==> src/rtl/bright_center_tracker.sv <==
// bright_center_tracker: per-frame centroid of bright pixels in the VGA stream.
// Each active frame accumulates the x of every bright pixel and the number of
// bright pixels. At frame end a serial restoring divider turns the sum into
// the mean x. The result is published for one cycle in UPDATE and is then held
// for the whole following frame. A centerX of 0 means "no target".
// Optional build macro CENTER_Y_EN adds a y accumulator, a second divide pass
// (DIVIDE_Y) and the center_y output port.
//
// state    | meaning
// ---------+------------------------------------------------------------
// ACCUM    | idle; waiting for the frame-end pixel
// DIVIDE_X | 28 restoring-division steps, sum_x / cnt, MSB first
// DIVIDE_Y | 28 restoring-division steps, sum_y / cnt (CENTER_Y_EN only)
// UPDATE   | publish results, pulse center_valid for one cycle
module bright_center_tracker #(
    parameter int unsigned H_ACTIVE  = 640,
    parameter int unsigned V_ACTIVE  = 480,
    parameter logic [7:0]  THRESH    = 8'hAF,
    parameter int unsigned MIN_COUNT = 64
) (
    input  logic        clk,
    input  logic        rst,
    input  logic [9:0]  vga_x,
    input  logic [9:0]  vga_y,
    input  logic [7:0]  vga_r,
    input  logic [7:0]  vga_g,
    input  logic [7:0]  vga_b,
    input  logic        video_active,
    output logic [9:0]  centerX,
    output logic        center_valid,
`ifdef CENTER_Y_EN
    output logic [9:0]  center_y,
`endif
    output logic [18:0] pixel_count
);

    typedef enum logic [1:0] {
        ACCUM    = 2'd0,
        DIVIDE_X = 2'd1,
`ifdef CENTER_Y_EN
        DIVIDE_Y = 2'd3,
`endif
        UPDATE   = 2'd2
    } state_t;

    state_t      state;

    logic        bright;
    logic        frame_end;
    logic [27:0] add_x;
    logic [27:0] sum_x;
    logic [18:0] cnt;
    logic [27:0] lat_sum_x_nx;
    logic [18:0] lat_cnt_nx;

    logic [18:0] lat_cnt;
    logic [27:0] dq;
    logic [18:0] rem;
    logic [4:0]  bit_cnt;
    logic [9:0]  res_x;

    logic [19:0] rem_sh;
    logic        div_ge;
    logic [18:0] rem_nx;
    logic [27:0] dq_nx;
    logic [9:0]  quot_fix;

`ifdef CENTER_Y_EN
    logic [27:0] add_y;
    logic [27:0] sum_y;
    logic [27:0] lat_sum_y_nx;
    logic [27:0] lat_sum_y;
    logic [9:0]  res_y;
`endif

    // Pixel classification and frame-end detection; the frame-end pixel's own
    // contribution is folded into the latched totals.
    always_comb begin
        bright    = video_active && (vga_r > THRESH) && (vga_g > THRESH) && (vga_b > THRESH);
        frame_end = video_active && (vga_x == 10'(H_ACTIVE - 1)) && (vga_y == 10'(V_ACTIVE - 1));
        add_x        = bright ? {18'd0, vga_x} : 28'd0;
        lat_sum_x_nx = sum_x + add_x;
        lat_cnt_nx   = cnt + {18'd0, bright};
`ifdef CENTER_Y_EN
        add_y        = bright ? {18'd0, vga_y} : 28'd0;
        lat_sum_y_nx = sum_y + add_y;
`endif
    end

    // One restoring-division step: shift in the next dividend bit, subtract the
    // divisor when it fits, and shift the quotient bit into dq's LSB.
    always_comb begin
        rem_sh   = {rem, dq[27]};
        div_ge   = (rem_sh >= {1'b0, lat_cnt});
        rem_nx   = div_ge ? 19'(rem_sh - {1'b0, lat_cnt}) : rem_sh[18:0];
        dq_nx    = {dq[26:0], div_ge};
        quot_fix = (dq_nx == 28'd0) ? 10'd1 : dq_nx[9:0];
    end

    // Frame accumulators; cleared on the edge after frame end, independent of the divider.
    always_ff @(posedge clk or negedge rst) begin
        if (!rst) begin
            sum_x <= '0;
            cnt   <= '0;
`ifdef CENTER_Y_EN
            sum_y <= '0;
`endif
        end else if (frame_end) begin
            sum_x <= '0;
            cnt   <= '0;
`ifdef CENTER_Y_EN
            sum_y <= '0;
`endif
        end else if (bright) begin
            sum_x <= lat_sum_x_nx;
            cnt   <= lat_cnt_nx;
`ifdef CENTER_Y_EN
            sum_y <= lat_sum_y_nx;
`endif
        end
    end

    // Control FSM with divider datapath and registered outputs. A frame end in
    // any state relatches and restarts, dropping the unfinished frame's result.
    always_ff @(posedge clk or negedge rst) begin
        if (!rst) begin
            state        <= ACCUM;
            lat_cnt      <= '0;
            dq           <= '0;
            rem          <= '0;
            bit_cnt      <= '0;
            res_x        <= '0;
            centerX      <= '0;
            pixel_count  <= '0;
            center_valid <= 1'b0;
`ifdef CENTER_Y_EN
            lat_sum_y    <= '0;
            res_y        <= '0;
            center_y     <= '0;
`endif
        end else begin
            center_valid <= 1'b0;
            if (frame_end) begin
                lat_cnt <= lat_cnt_nx;
                dq      <= lat_sum_x_nx;
                rem     <= '0;
                bit_cnt <= '0;
`ifdef CENTER_Y_EN
                lat_sum_y <= lat_sum_y_nx;
`endif
                if (lat_cnt_nx < 19'(MIN_COUNT)) begin
                    res_x <= '0;
`ifdef CENTER_Y_EN
                    res_y <= '0;
`endif
                    state <= UPDATE;
                end else begin
                    state <= DIVIDE_X;
                end
            end else begin
                case (state)
                    ACCUM: ;
                    DIVIDE_X: begin
                        rem     <= rem_nx;
                        dq      <= dq_nx;
                        bit_cnt <= bit_cnt + 5'd1;
                        if (bit_cnt == 5'd27) begin
                            res_x <= quot_fix;
`ifdef CENTER_Y_EN
                            dq      <= lat_sum_y;
                            rem     <= '0;
                            bit_cnt <= '0;
                            state   <= DIVIDE_Y;
`else
                            state   <= UPDATE;
`endif
                        end
                    end
`ifdef CENTER_Y_EN
                    DIVIDE_Y: begin
                        rem     <= rem_nx;
                        dq      <= dq_nx;
                        bit_cnt <= bit_cnt + 5'd1;
                        if (bit_cnt == 5'd27) begin
                            res_y <= quot_fix;
                            state <= UPDATE;
                        end
                    end
`endif
                    UPDATE: begin
                        centerX      <= res_x;
                        pixel_count  <= lat_cnt;
                        center_valid <= 1'b1;
`ifdef CENTER_Y_EN
                        center_y     <= res_y;
`endif
                        state        <= ACCUM;
                    end
                    default: state <= ACCUM;
                endcase
            end
        end
    end

endmodule

==> config.mk <==
export PLATFORM = sky130hd
export DESIGN_NAME = bright_center_tracker
export DESIGN_NICKNAME = d
export VERILOG_FILES = /design/src/rtl/bright_center_tracker.sv
export SDC_FILE = /design/constraint.sdc
export NUM_CORES = 1
export LEC_CHECK = 0
export CORE_AREA = 10 10 154 156
export DETAILED_ROUTE_END_ITERATION = 12
export DIE_AREA = 0 0 164 166
export PLACE_DENSITY_LB_ADDON = 0.1
export SLEW_MARGIN = 20
export SYNTH_ARGS = -nofsm -noshare
export SYNTH_HDL_FRONTEND = slang
export SYNTH_SLANG_ARGS = --single-unit
==> constraint.sdc <==
create_clock -name clk -period 4.35 [get_ports clk]
set_input_delay 0.87 -clock clk [delete_from_list [all_inputs] [get_ports clk]]
set_output_delay 0.87 -clock clk [all_outputs]
set_load 0.01 [all_outputs]
==> flow_summary_export.csv, run 1 <==
group,metric,value,unit
clock_tree,clk_latency,0.42,ns
synth,synth_fp_nets,1101,
sta,max_slew_margin,51.3,%
synth,synthesis.area_per_instance,8.94,um^2
synth,sequential_to_total_area_share_from_yosys_stat,43.9,%
synth,main_combinational_cell_family_by_area_after_synthesis,"simple AND/OR/NAND/NOR gates",
routing,route.detailed.drc,0,
sta,fmax,0.241,GHz
pwr,p_seq_share,47.8,%
global_routing,grt_antenna_before_repair,0,
global_routing,wire_length_of_the_first_global_routing_pass,37200,um
global_routing,grt_pass1_vias,7191,
layout,diodes,0,
sta,actual_slew_at_the_worst_max_slew_pin,0.729,ns
sta,totalNegativeSetupSlack,0,ns
min_path,min-delay-path-class,"input port to async pin",
layout,most-common-layout-cells,"180 x nand2_1, 160 x dfrtp_1, 77 x o21ai_0, 76 x nor2_1, 69 x a21oi_1",
worst_setup_path,critPathKind,"input port to register",
worst_setup_path,critical_path.endpoint_type,"register",
clock_tree,cts-buffers-inserted,17,
clock_tree,cts-htree-levels,4,
synth,synth_fa_ha_area_share,4.83,%
synth,synth_edf_count,0,
sta,rsz0062_at_grt,"no",
floorplan,boundaryPins,77,
global_routing,grt_start_max_net_pins,74,
floorplan,initial_core_util,44.0,%
layout,layout_nets,1187,
synth,yosys_register_bits,160,
pwr,power.leakage,0.00509,uW
synth,synth_ff_type,"dfrtp_1",
floorplan,dieWidth,164,um
routing,drt-initial-drc-count,378,
pwr,share_clk_of_total_power,49.0,%
sta,clock-skew-final,0.00871,ns
sta,final.period_utilization,95.3,%
global_routing,gr-total-overflow,0,
floorplan,die_height,166,um
synth,synthArstFlopShare,100,%
routing,dr.pass1.iters,5,
clock_tree,numClockSinks,160,
pwr,sw_frac_of_total,23.1,%
pwr,irDropWorstVdd,0.241,mV
place,port_buffers,64,
status,outcome,"completed",
routing,vias_per_cell,5.22,
floorplan,core-area,20700,um^2
synth,post-synth-top-area-fraction,43.9,%
routing,detail_route.wirelength,22100,um
worst_setup_path,worst-endpoint-arrival,4.46,ns
pwr,net-switching-power,721,uW
flow_run,cap_violations,0,
synth,post_synth_and_or_nand_nor_area_fraction,19.9,%
synth,synth_warnings,0,
synth,netlist-cell-type-count,53,
synth,yosysTopAreaCell,"dfrtp_1",
layout,final_layout_size_suffix_gt1_share,13.2,%
worst_setup_path,crit_required,4.66,ns
pwr,cell_internal_pwr,2400,uW
routing,drt_wl_cell,15.9,um
pwr,power_per_cell_area,283,nW/um^2
synth,synth_area,9110,um^2
global_routing,grt_util_all_layers,16.7,%
layout,finish.utilization,53.4,%
worst_setup_path,rr_worst_depth,11,
clock_tree,tritoncts,"built",
floorplan,fp.dieArea,27200,um^2
worst_setup_path,crit_fanout,6,
sta,setup_violations,0,
floorplan,fp-row-count,53,
sta,final_hold_viol_count,0,
clock_tree,clkSlewWorstSetupHoldPaths,0.07,ns
synth,synth_xor_xnor_area_share,8.36,%
place,detailedPlacementHpwl,15700,um
routing,drtAntennaViolNets,0,
worst_setup_path,timing.critical_path.from_type,"input port",
routing,total_number_of_vias,7281,
layout,most_common_library_cell_in_the_layout_ignoring_fill_and_taps,"nand2_1",
layout,synthesis_to_layout_area_growth,21.3,%
synth,synth_cells,1020,
sta,post-route-min-period,4.14,ns
clock_tree,cts_root_buf,"clkbuf_16",
clock_tree,cts-root-to-sink-buffers,2,
synth,synth_compound_gate_area_share,13.3,%
synth,netlist_top_cells_area,"dfrtp_1 44%, nand2_1 7.4%, xnor2_1 4.8%, ha_1 4.4%, o21ai_0 4.2%",
pwr,pwr-share-comb,3.1,%
synth,synthMuxAreaShare,5.81,%
place,globalplace.congestion,0.799,
sta,slew_viol_final,0,
cell usage after synthesis (all sizes together), types with 3 or more instances:
master	count
a211oi	5
a21boi	3
a21o	8
a21oi	70
a22o	10
a31oi	9
and2	13
and3	17
and4	3
buf	14
clkbuf	42
dfrtp	160
ha	32
inv	34
mux2	31
mux2i	18
nand2	180
nand2b	7
nand3	18
nand4	21
nand4b	3
nor2	77
nor2b	6
nor3	19
nor3b	3
nor4	11
o21a	5
o21ai	77
o31a	3
o31ai	3
or3	10
xnor2	50
xor2	37
worst max-delay path, stage by stage:
cell and delay [ns]:
clkdlybuf4s50_1 0.47, nand4_1 0.10, or4_4 0.55, inv_4 0.11, ha_4 0.15, ha_2 0.17, and3_4 0.20, nand4_1 0.16
xnor2_2 0.22, a2111oi_4 0.37, o211ai_1 0.15, nor4b_2 0.26, buf_4 0.18, a21oi_2 0.07, buf_4 0.20, a22o_1 0.22
cell type report:
| cell class | instances | area (um^2) |
|---|---|---|
| Clock buffer | 17 | 425 |
| Clock inverter | 15 | 170 |
| Fill cell | 1958 | 9640 |
| Inverter | 34 | 130 |
| Multi-Input combinational cell | 770 | 4860 |
| Sequential cell | 160 | 4000 |
| Tap cell | 275 | 344 |
| Timing Repair Buffer | 123 | 1110 |
cell families (layout without fill, tap and decap cells):
group	Yosys count	count (layout)
AND/OR/NAND/NOR	394	394
adder cells (fa/ha/maj)	34	34
buffers and inverters	90	189
flip-flops	160	160
multiplexers	49	49
AO/OA/AOI/OAI	206	206
XOR/XNOR	87	87
state kept, by name, summed over array words and instances, names as in the netlist:
name,count
centerX,10
lat_cnt,19
rem,19
center_valid,1
res_x,10
sum_x,28
cnt,19
state,2
pixel_count,19
bit_cnt,5
dq,28
worst paths after layout:
path | startpoint | end | slack, ns
max reg2reg | lat_cnt[0]$_DFFE_PN0P_ | rem[17]$_DFFE_PN0P_ | 1.04
min | rst | pixel_count[10]$_DFFE_PN0P_ | 0.46
max in group asynchronous | rst | dq[19]$_DFFE_PN0P_ | 3.03
min in group clk | res_x[7]$_DFFE_PN0P_ | res_x[7]$_DFFE_PN0P_ | 0.50
min reg2reg | res_x[7]$_DFFE_PN0P_ | res_x[7]$_DFFE_PN0P_ | 0.50
max | video_active | res_x[0]$_DFFE_PN0P_ | 0.21
power groups by stage:
stage,logic (uW),registers [uW],clock network [uW]
after floorplan,22.8,1520,0
after global placement,99.6,1520,0
after detailed placement,100,1520,0
after CTS,101,1490,1560
after global routing,110,1490,1630
final,97.3,1500,1530
routing by layer:
layer	share of wire, %	GRT usage, %
met4	0.67	3.50
met3	2.7	2.95
met1	49	23.4
met2	47	26.3
met5	0	0
repair_timing:
action,in CTS,in global routing
gates resized for setup,12,7
endpoints found under the setup margin,10,19
hold buffers,0,0
pin swaps,6,6
setup buffers,3,1
cloned,1,0
metrics by stage:
| step | hold WS (ns) | std cells | instance area, um^2 | setup WS (ns) | power (uW) |
|---|---|---|---|---|---|
| 3_5_place_dp | 0.485 | 1358 | 10300 | -0.540 | 1620 |
| 2_1_floorplan | 0.461 | 1020 | 9120 | 0.105 | 1550 |
| 4_1_cts | 0.487 | 1394 | 11000 | 0.00776 | 3160 |
| 6_report | 0.463 | 1394 | 11100 | 0.206 | 3120 |
| 3_3_place_gp | 0.482 | 1358 | 10300 | -0.521 | 1620 |
| 5_1_grt | 0.510 | 1394 | 11100 | 0.00629 | 3230 |
(Power assumes the default switching activity.)
==> run 2, diff against run 1 <==
--- a/config.mk
+++ b/config.mk
@@ -5,9 +5,10 @@
 export SDC_FILE = /design/constraint.sdc
 export NUM_CORES = 1
 export LEC_CHECK = 0
-export CORE_AREA = 10 10 154 156
+export CORE_AREA = 2 2 111 194
 export DETAILED_ROUTE_END_ITERATION = 12
-export DIE_AREA = 0 0 164 166
+export DIE_AREA = 0 0 113 196
+export GPL_TIMING_DRIVEN = 1
 export PLACE_DENSITY_LB_ADDON = 0.1
 export SLEW_MARGIN = 20
 export SYNTH_ARGS = -nofsm -noshare
==> run 2 against run 1 <==
Clock power about the same. Critical path depth unchanged. Count of clock-buffer cells in the layout up 3. Worst setup slack better by 0.031 ns. The run now ends with design-rule violations left. Via count up 0.58%.
==> flow_summary_export.csv, run 2 (synthesis results as in run 1) <==
group,metric,value,unit
global_routing,grt_antenna_before_repair,0,
clock_tree,cts-htree-levels,4,
sta,slew_viol_final,0,
worst_setup_path,worst-endpoint-arrival,4.44,ns
global_routing,wire_length_of_the_first_global_routing_pass,37600,um
pwr,irDropWorstVdd,0.231,mV
floorplan,core-area,20700,um^2
sta,final_hold_viol_count,0,
place,dp.cells,1334,
floorplan,die_height,196,um
place,detailedPlacementHpwl,16000,um
floorplan,boundaryPins,77,
pwr,p_seq_share,48.3,%
pwr,sw_frac_of_total,23.0,%
global_routing,grt_start_max_net_pins,99,
layout,diodes,0,
layout,synthesis_to_layout_area_growth,19.8,%
worst_setup_path,critPathKind,"input port to register",
pwr,net-switching-power,712,uW
global_routing,gr-total-overflow,0,
sta,max_slew_margin,36.0,%
sta,totalNegativeSetupSlack,0,ns
routing,drtAntennaViolNets,0,
status,outcome,"finished with violations",
global_routing,grt_pass1_vias,7580,
pwr,share_clk_of_total_power,48.6,%
sta,clock-skew-final,0.0102,ns
clock_tree,cts-root-to-sink-buffers,2,
place,placement.cell_area,10300,um^2
sta,actual_slew_at_the_worst_max_slew_pin,0.958,ns
layout,reg_top3,"dq (28), sum_x (28)",
routing,detail_route.wirelength,22800,um
pwr,pwr-share-comb,3.1,%
clock_tree,numClockSinks,160,
sta,setup_violations,0,
pwr,power_per_cell_area,284,nW/um^2
place,port_buffers,64,
clock_tree,clk_latency,0.44,ns
sta,rsz0062_at_grt,"no",
layout,instances_no_fill,1366,
clock_tree,clkSlewWorstSetupHoldPaths,0.07,ns
layout,final_layout_size_suffix_gt1_share,12.2,%
layout,layout_nets,1182,
place,globalplace.congestion,0.855,
clock_tree,cts-buffers-inserted,17,
clock_tree,cts_root_buf,"clkbuf_16",
routing,total_number_of_vias,7323,
floorplan,fp.dieArea,22100,um^2
layout,post-route-cell-area,10900,um^2
worst_setup_path,crit_fanout,11,
sta,finalHoldWorstSlack,0.503,ns
worst_setup_path,crit_required,4.67,ns
flow_run,cap_violations,0,
layout,finish.utilization,52.8,%
layout,most-common-layout-cells,"180 x nand2_1, 160 x dfrtp_1, 77 x o21ai_0, 76 x nor2_1, 70 x a21oi_1",
floorplan,initial_core_util,44.1,%
status,failing_checks,"design-rule violations",
worst_setup_path,timing.critical_path.from_type,"input port",
routing,drt-initial-drc-count,341,
global_routing,grt_util_all_layers,21.4,%
routing,dr.pass1.iters,8,
pwr,power.leakage,0.00505,uW
floorplan,fp-row-count,70,
layout,most_common_library_cell_in_the_layout_ignoring_fill_and_taps,"nand2_1",
sta,final.period_utilization,94.6,%
floorplan,dieWidth,113,um
pwr,cell_internal_pwr,2380,uW
routing,vias_per_cell,5.36,
clock_tree,tritoncts,"built",
routing,route.detailed.drc,3,
min_path,min-delay-path-class,"register to register",
worst_setup_path,critical_path.endpoint_type,"register",
routing,drt_wl_cell,16.7,um
sta,fmax,0.243,GHz
sta,post-route-min-period,4.11,ns
## run 2: cell types whose count changed in the layout (fill, tap and decap cells not counted), sizes merged
cell / previous run / this run
inv: 43 / 38
clkbuf: 17 / 20
buf: 60 / 55
bufinv: 2 / 1
clkinv: 2 / 3
clkinvlp: 2 / 4
## run 2: final timing paths
check                      slack, ns                    endpoint                  startpoint  cells past startpoint
hold / removal                  0.50  pixel_count[8]$_DFFE_PN0P_  pixel_count[8]$_DFFE_PN0P_                      1
hold reg to reg                 0.50  pixel_count[8]$_DFFE_PN0P_  pixel_count[8]$_DFFE_PN0P_                      1
setup reg to reg                0.79          rem[1]$_DFFE_PN0P_      lat_cnt[0]$_DFFE_PN0P_                     11
max in group asynchronous       2.84        res_x[1]$_DFFE_PN0P_                         rst                      2
min in group asynchronous       0.54  pixel_count[9]$_DFFE_PN0P_                         rst                      1
setup / recovery                0.24        res_x[0]$_DFFE_PN0P_                video_active                     16
## run 2: metal layers
layer	GRT usage (%)	vias to the layer above	routed length [um]
met5	0	-	0
li1	-	3674	-
met1	23.7	3550	9190
met3	2.78	26	396
met2	41.3	73	12800
met4	7.23	0	404
## run 2: per-stage QoR
stage | power, uW | setup slack (ns)
2_1_floorplan | 1550 | 0.105
3_3_place_gp | 1620 | -0.532
3_5_place_dp | 1620 | -0.365
4_1_cts | 3140 | 0.0759
5_1_grt | 3210 | 0.00900
6_report | 3100 | 0.237
## run 2: critical path: stages
cell	delay, ns
clkdlybuf4s50_1	0.48
nand4_1	0.08
or4_1	0.51
inv_2	0.15
ha_2	0.21
ha_1	0.15
and3_1	0.21
nand4_1	0.15
xnor2_1	0.20
a2111oi_2	0.34
o211ai_1	0.17
nor4b_2	0.23
buf_4	0.17
a21oi_1	0.06
buf_4	0.21
a22o_1	0.23
## run 2: repair_timing
action                                  4_1_cts  5_1_grt
gates resized for setup                       0        5
hold buffers                                  0        0
buffers inserted                              0        0
endpoints found under the setup margin        0       13
## run 2: power by group through the flow
stage	Combinational (uW)	Sequential, uW	Clock, uW
floorplan	22.8	1520	0
global placement	98.9	1520	0
detailed placement	99.8	1520	0
CTS	99.9	1500	1540
global route	109	1500	1600
finish	96.5	1500	1500
## run 2: layout make-up
cell class / instances / area [um^2]
Fill cell: 1922 / 9750
Multi-Input combinational cell: 770 / 4810
Sequential cell: 160 / 4000
Timing Repair Buffer: 118 / 1070
Clock buffer: 20 / 467
Tap cell: 252 / 315
Inverter: 34 / 128
Clock inverter: 12 / 125
